### config.mk
export PLATFORM = sky130hd
export DESIGN_NAME = fp_add_arb_flat
export DESIGN_NICKNAME = d
export VERILOG_FILES = /design/src/rtl/fp_add_arb_pkg.sv /design/src/rtl/fp_add_arb_if.sv /design/src/rtl/fp_add_arb_rr_arbiter.sv /design/src/rtl/fp_add_arb.sv /design/src/flat_wrapper.sv
export SDC_FILE = /design/constraint.sdc
export NUM_CORES = 1
export LEC_CHECK = 0
export ABC_AREA = 1
export ABC_CLOCK_PERIOD_IN_PS = 5700
export CORE_AREA = 2 2 156 158
export CTS_CLUSTER_DIAMETER = 30
export DETAILED_ROUTE_END_ITERATION = 8
export DIE_AREA = 0 0 158 160
export SYNTH_ARGS = -nofsm -noshare
export SYNTH_HDL_FRONTEND = slang
export SYNTH_SLANG_ARGS = --single-unit
### constraint.sdc
create_clock -name clk -period 5.7 [get_ports clk]
set_input_delay 1.425 -clock clk [delete_from_list [all_inputs] [get_ports clk]]
set_output_delay 1.425 -clock clk [all_outputs]
set_load 0.05 [all_outputs]
### src/rtl/fp_add_arb_pkg.sv
// fp_add_arb_pkg: constants and helpers shared by the fp_add sharing logic.
//   FP_ADD_LAT : fp_add normal-path latency, start to done (cycles)
//   op_kind_e  : class of an issued op (normal path / special fast path)
//   idx_w()    : index width for an N-entry one-hot vector (at least 1)
package fp_add_arb_pkg;

  localparam int FP_ADD_LAT = 5;

  typedef enum logic {
    OP_NORMAL  = 1'b0,
    OP_SPECIAL = 1'b1
  } op_kind_e;

  function automatic int idx_w(input int n);
    return (n > 1) ? $clog2(n) : 1;
  endfunction

endpackage

### src/rtl/fp_add_arb_if.sv
// fp_add_arb_if: client-side bundle between requesters and fp_add_arb.
//   req_valid[N_REQ]        per-requester op valid
//   req_ready[N_REQ]        one-hot grant; op accepted when valid&ready
//   req_op_a/b[N_REQ*DATA_W] operands, requester i at [i*DATA_W +: DATA_W]
//   rsp_valid[N_REQ]        one-hot 1-cycle result strobe, no backpressure
//   rsp_res[DATA_W]         result, valid with any rsp_valid bit
// Modports: master = requester side, slave = arbiter side.
interface fp_add_arb_if #(
  parameter int N_REQ  = 4,
  parameter int DATA_W = 32
);
  logic [N_REQ-1:0]        req_valid;
  logic [N_REQ-1:0]        req_ready;
  logic [N_REQ*DATA_W-1:0] req_op_a;
  logic [N_REQ*DATA_W-1:0] req_op_b;
  logic [N_REQ-1:0]        rsp_valid;
  logic [DATA_W-1:0]       rsp_res;

  modport master (
    output req_valid, req_op_a, req_op_b,
    input  req_ready, rsp_valid, rsp_res
  );

  modport slave (
    input  req_valid, req_op_a, req_op_b,
    output req_ready, rsp_valid, rsp_res
  );
endinterface

### src/rtl/fp_add_arb_rr_arbiter.sv
// rr_arbiter: combinational round-robin picker with a registered pointer.
//   clk, rst  clock, synchronous active-high reset (pointer -> 0)
//   req[N]    eligible requests
//   advance   a grant was taken this cycle; pointer moves past the winner
//   grant[N]  one-hot grant, first request at or after the pointer
//   win       index of the granted requester (valid when grant != 0)
module rr_arbiter
  import fp_add_arb_pkg::*;
#(
  parameter  int N  = 4,
  localparam int PW = idx_w(N)
) (
  input  logic          clk,
  input  logic          rst,
  input  logic [N-1:0]  req,
  input  logic          advance,
  output logic [N-1:0]  grant,
  output logic [PW-1:0] win
);

  logic [PW-1:0] ptr;
  logic [PW:0]   cand;
  logic          found;

  // Scan N positions starting at ptr; cand wraps manually so N need not
  // be a power of two.
  always_comb begin
    grant = '0;
    win   = '0;
    found = 1'b0;
    cand  = '0;
    for (int k = 0; k < N; k++) begin
      cand = {1'b0, ptr} + (PW+1)'(k);
      if (cand >= (PW+1)'(N)) cand = cand - (PW+1)'(N);
      if (!found && req[cand[PW-1:0]]) begin
        found = 1'b1;
        win   = cand[PW-1:0];
      end
    end
    if (found) grant[win] = 1'b1;
  end

  always_ff @(posedge clk) begin
    if (rst) begin
      ptr <= '0;
    end else if (advance && found) begin
      ptr <= (win == PW'(N-1)) ? '0 : win + 1'b1;
    end
  end

endmodule

### src/rtl/fp_add_arb.sv
// fp_add_arb: shares one pipelined fp_add between N_REQ requesters.
// One op per cycle is picked round-robin and launched straight into fp_add.
// A shadow schedule mirrors fp_add's completion timing so every done is
// routed back to its issuer and no two ops are due in the same cycle.
// Ports:
//   clk, rst              clock, synchronous active-high reset
//   cli (slave)           requester handshake and result bundle
//   fpu_start/op_a/op_b   launch into fp_add (same cycle as the grant)
//   fpu_done/fpu_res      completion from fp_add
//   err_seq               sticky: a scheduled result had no fpu_done
//   stat_issued/stall     only with FP_ADD_ARB_STATS_EN: accepted ops and
//                         cycles with a request pending but nothing issued
module fp_add_arb
  import fp_add_arb_pkg::*;
#(
  parameter int N_REQ  = 4,
  parameter int DATA_W = 32,
  parameter int EXP_W  = 8,
  parameter int LAT    = FP_ADD_LAT
) (
  input  logic              clk,
  input  logic              rst,
  fp_add_arb_if.slave       cli,
  output logic              fpu_start,
  output logic [DATA_W-1:0] fpu_op_a,
  output logic [DATA_W-1:0] fpu_op_b,
  input  logic              fpu_done,
  input  logic [DATA_W-1:0] fpu_res,
  output logic              err_seq
`ifdef FP_ADD_ARB_STATS_EN
  ,
  output logic [31:0]       stat_issued,
  output logic [31:0]       stat_stall
`endif
);

  localparam int TW = idx_w(N_REQ);

  typedef struct packed {
    logic          vld;
    logic [TW-1:0] tag;
  } slot_t;

  slot_t [LAT-1:0]   sched;
  logic [N_REQ-1:0]  special;
  logic [N_REQ-1:0]  eligible;
  logic [N_REQ-1:0]  grant;
  logic [TW-1:0]     win;
  logic              issue;
  logic              hazard;
  op_kind_e          kind;
  logic [N_REQ-1:0]  rsp_valid_q;
  logic [DATA_W-1:0] rsp_res_q;
  logic              err_q;

  // An op takes fp_add's fast path when either exponent field is all ones.
  always_comb begin
    special = '0;
    for (int i = 0; i < N_REQ; i++) begin
      special[i] = (&cli.req_op_a[i*DATA_W + DATA_W-2 -: EXP_W]) |
                   (&cli.req_op_b[i*DATA_W + DATA_W-2 -: EXP_W]);
    end
  end

  // sched[1] shifts into slot 0 next cycle, exactly where a special issued
  // now would land, so specials are held off while it is busy.
  assign hazard   = sched[1].vld;
  assign eligible = cli.req_valid & ~(special & {N_REQ{hazard}}) & {N_REQ{~rst}};

  rr_arbiter #(.N(N_REQ)) u_rr (
    .clk     (clk),
    .rst     (rst),
    .req     (eligible),
    .advance (issue),
    .grant   (grant),
    .win     (win)
  );

  assign issue = |grant;
  assign kind  = (issue && special[win]) ? OP_SPECIAL : OP_NORMAL;

  always_comb begin
    fpu_op_a = '0;
    fpu_op_b = '0;
    for (int i = 0; i < N_REQ; i++) begin
      if (grant[i]) begin
        fpu_op_a = cli.req_op_a[i*DATA_W +: DATA_W];
        fpu_op_b = cli.req_op_b[i*DATA_W +: DATA_W];
      end
    end
  end

  assign fpu_start = issue;

  // Slot 0 is the op whose done is due this cycle. Specials go straight to
  // slot 0 (due next cycle); their normal-path phantom done later meets an
  // empty head and is ignored.
  always_ff @(posedge clk) begin
    if (rst) begin
      sched       <= '0;
      rsp_valid_q <= '0;
      rsp_res_q   <= '0;
      err_q       <= 1'b0;
    end else begin
      for (int k = 0; k < LAT-1; k++) sched[k] <= sched[k+1];
      sched[LAT-1] <= '0;
      if (issue) begin
        if (kind == OP_SPECIAL) sched[0]     <= '{vld: 1'b1, tag: win};
        else                    sched[LAT-1] <= '{vld: 1'b1, tag: win};
      end
      rsp_valid_q <= '0;
      if (sched[0].vld) begin
        if (fpu_done) begin
          rsp_valid_q[sched[0].tag] <= 1'b1;
          rsp_res_q                 <= fpu_res;
        end else begin
          err_q <= 1'b1;
        end
      end
    end
  end

  assign cli.req_ready = grant;
  assign cli.rsp_valid = rsp_valid_q;
  assign cli.rsp_res   = rsp_res_q;
  assign err_seq       = err_q;

`ifdef FP_ADD_ARB_STATS_EN
  always_ff @(posedge clk) begin
    if (rst) begin
      stat_issued <= '0;
      stat_stall  <= '0;
    end else begin
      if (issue) stat_issued <= stat_issued + 32'd1;
      if ((|cli.req_valid) && !issue) stat_stall <= stat_stall + 32'd1;
    end
  end
`endif

endmodule
### src/flat_wrapper.sv
// flat-port wrapper written by rule: the top's interface ports become plain ports
module fp_add_arb_flat import fp_add_arb_pkg::*;
#(
  parameter int N_REQ  = 4,
  parameter int DATA_W = 32,
  parameter int EXP_W  = 8,
  parameter int LAT    = FP_ADD_LAT
)
  (clk, rst, fpu_start, fpu_op_a, fpu_op_b, fpu_done, fpu_res, err_seq, cli_req_valid, cli_req_op_a, cli_req_op_b, cli_req_ready, cli_rsp_valid, cli_rsp_res);
  fp_add_arb_if #(.N_REQ(N_REQ), .DATA_W(DATA_W)) cli_i ();
  input  logic clk;
  input  logic rst;
  output logic fpu_start;
  output logic [DATA_W-1:0] fpu_op_a;
  output logic [DATA_W-1:0] fpu_op_b;
  input  logic fpu_done;
  input  logic [DATA_W-1:0] fpu_res;
  output logic err_seq;
  input wire logic [$bits(cli_i.req_valid)-1:0] cli_req_valid;
  input wire logic [$bits(cli_i.req_op_a)-1:0] cli_req_op_a;
  input wire logic [$bits(cli_i.req_op_b)-1:0] cli_req_op_b;
  output wire logic [$bits(cli_i.req_ready)-1:0] cli_req_ready;
  output wire logic [$bits(cli_i.rsp_valid)-1:0] cli_rsp_valid;
  output wire logic [$bits(cli_i.rsp_res)-1:0] cli_rsp_res;
  assign cli_i.req_valid = cli_req_valid;
  assign cli_i.req_op_a = cli_req_op_a;
  assign cli_i.req_op_b = cli_req_op_b;
  assign cli_req_ready = cli_i.req_ready;
  assign cli_rsp_valid = cli_i.rsp_valid;
  assign cli_rsp_res = cli_i.rsp_res;
  fp_add_arb #(.N_REQ(N_REQ), .DATA_W(DATA_W), .EXP_W(EXP_W), .LAT(LAT)) u_core (.clk(clk), .rst(rst), .cli(cli_i), .fpu_start(fpu_start), .fpu_op_a(fpu_op_a), .fpu_op_b(fpu_op_b), .fpu_done(fpu_done), .fpu_res(fpu_res), .err_seq(err_seq));
endmodule
==> impl_metrics.json <==
{
  "status": "completed",
  "overflow": 0,
  "drcViolationCount": 0,
  "grt_pass1_vias": 7782,
  "worstHoldPathCells": 2,
  "drt_iter0_drc": 457,
  "io_pins": 401,
  "synth_warnings": 0,
  "htree_levels": 2,
  "fin_crit_sh_pct": 97.76,
  "start_util_pct": 22.64,
  "timing.fmax_mhz": 179.5,
  "yosys.area_share.simple_pct": 50.66,
  "die_w_um": 158,
  "slew_headroom_pct": 29.17,
  "cp_max_fo": 4,
  "start_kind": "input pin",
  "hold_slack_ns": 0.4031,
  "clk_path_buf_depth": 2,
  "synth-compound-area-share_pct": 9.743,
  "clock-sinks": 54,
  "grt_max_degree": 46,
  "dpl_cell_area_um2": 10410,
  "min_to": "u_core.sched[7]",
  "nFillCells": 2462,
  "synth-xor-area-share_pct": 0.1624,
  "seq_area_frac_synth_pct": 20.04,
  "crit_type": "in -> reg",
  "antenna_found_initial": 8,
  "wl_per_cell_um": 15.54,
  "fp.coreArea_um2": 23820,
  "synthMuxAreaShare_pct": 0,
  "crit_path_end_kind": "flop",
  "path_common_cell": "buf_4",
  "yosysTopAreaCell": "nand2_1",
  "totalWireLength_um": 28520,
  "drv_cap": 0,
  "critPathRequiredTime_ns": 5.88,
  "cts_tree": "built",
  "slowest_stage": "clkdlybuf4s15_1",
  "synth_area_leaders": "nand2_1 23%, dfxtp_1 20%, nand3_1 14%, nor2_1 11%, inv_1 8.3%",
  "hold_class": "reg -> reg",
  "hpwl_um": 21020,
  "dp_slack_ns": -0.2976,
  "clkLatencyLatePin_ns": 0.28,
  "rows": 57,
  "seqCellArea_um2": 1081,
  "synth_edf_count": 0,
  "hp-start": "u_core.sched[10]",
  "place_congestion": 0.9245,
  "yosys-top-cells-count": "332 x nand2_1, 162 x nor2_1, 148 x nand3_1, 119 x inv_1, 69 x o21ai_0",
  "clk_pin_slew_ns": 0.07,
  "drv_slew": 0,
  "vias_per_cell": 4.418,
  "async_reset_ff_share_pct": 0,
  "drive_gt1_share_pct": 22.38,
  "ys_seq_elements": 54,
  "synth_top_cell_area_share_pct": 23.10,
  "syn_area_um2": 5394,
  "stdcell_area_um2": 11770,
  "synth.most_common_cell": "nand2_1",
  "num_vias": 8107,
  "grt_pass1_wl_um": 41580,
  "final-setup-viol-count": 0,
  "die-area_um2": 25280,
  "worstRegToRegCells": 14,
  "ctsHoldBuffers": 0,
  "syn-num-nets": 1348,
  "setup_ws_ns": 0.1279,
  "reg2reg_to": "u_core.sched[1]",
  "grt_use_total_pct": 20.88,
  "worstMarginPinSlew_ns": 1.061,
  "ys.flop_type": "dfxtp_1",
  "synth.distinct_cells": 24,
  "port_buffers": 400,
  "synth_fa_ha_area_share_pct": 0.6959,
  "die_h_um": 160,
  "syn_avg_cell_area_um2": 5.137,
  "clockRootBuffer": "clkbuf_16",
  "synth_top_family_by_area": "simple AND/OR/NAND/NOR gates",
  "dr.pass1.iters": 6,
  "slowest_delay_ns": 0.24,
  "cp.arrival_ns": 5.75,
  "ant_nets": 0,
  "multiInputGateArea_um2": 3709,
  "hold_viol_final": 0,
  "fin_setup_tns_ns": 0,
  "nets": 1803,
  "clock-skew-final_ns": 0.003634,
  "syn_inst": 1050,
  "syn_to_final_growth_pct": 118.1,
  "reg2reg_slack_ns": 3.11,
  "finalCriticalPeriod_ns": 5.572,
  "numCtsBuffers": 5
}
worst max-delay path: cells and delay by family:
family / cells / cell delay (ns)
AND/OR/NAND/NOR: 9 / 0.80
buffers and inverters: 29 / 3.55
how the worst max path moves through the flow:
stage / depth (start not counted) / to / slack, ns / startpoint
2_1_floorplan: 17 / fpu_op_b[22] / 0.34 / rst
3_3_place_gp: 23 / fpu_op_b[25] / -0.27 / cli_req_op_b[59]
3_5_place_dp: 24 / fpu_op_b[25] / -0.30 / cli_req_op_b[60]
4_1_cts: 26 / fpu_op_a[19] / -0.0005 / cli_req_op_b[94]
5_1_grt: 25 / fpu_op_b[19] / -0.02 / cli_req_op_b[120]
6_report: 38 / u_core.sched[0] / 0.13 / cli_req_op_b[88]
metrics by stage:
| stage | util [%] | instances |
|---|---|---|
| after floorplan | - | 1050 |
| after global placement | 43.69 | 1775 |
| after detailed placement | 43.69 | 1775 |
| after CTS | 47.55 | 1824 |
| after global routing | 49.39 | 1835 |
| final | 49.39 | 1835 |
layer usage:
layer	track usage, %	vias up	part of all wire (%)
met5	0	-	0.095
li1	-	4120	-
met2	37.98	281	51
met3	4.776	39	6.5
met1	24.55	3663	40
met4	4.955	4	1.7
state kept, by name (all words and copies together), names as in the netlist, named ones only:
signal and flops:
u_core.sched 14, u_core.cli.rsp_valid 4, u_core.hazard 1, u_core.err_seq 1, u_core.cli.rsp_res 32, u_core.u_rr.ptr 1
cell type report:
| class | instances | area share, % |
|---|---|---|
| repair buffers | 515 | 49.23 |
| clock inverters | 1 | 0.04254 |
| inverters | 162 | 5.254 |
| well taps | 324 | 3.446 |
| multi-input cells | 767 | 31.52 |
| diodes | 5 | 0.1063 |
| flip-flops and latches | 54 | 9.189 |
| clock buffers | 7 | 1.212 |
kinds of logic (layout without fill, tap and decap cells):
| family | count (synthesis) | count (layout) |
|---|---|---|
| buf+inv | 229 | 685 |
| flops | 54 | 54 |
| compound gates | 105 | 105 |
| fa+ha+maj | 3 | 3 |
| simple gates | 658 | 658 |
| other cells | 0 | 5 |
| xor+xnor | 1 | 1 |
layout by cell type (no fill, tap or decap), types with 11 or more instances in the layout:
cell type	count
nand3_1	132
o21ai_0	57
inv_1	117
nand3_2	11
o21ai_1	39
buf_12	55
nand2_2	43
buf_6	21
nor2_1	142
clkdlybuf4s50_1	265
buf_4	96
nor2_2	16
dlymetal6s2s_1	55
nand2_1	285
dfxtp_1	54
inv_2	42
timing repair:
action / CTS / global route
cloned: 6 / 3
gates resized for setup: 113 / 117
pin swaps: 15 / 61
endpoints found under the setup margin: 65 / 71
buffers inserted: 36 / 3
Power is not shown: default switching activity piles up to over one toggle a cycle in this logic, so the estimate is an artifact.
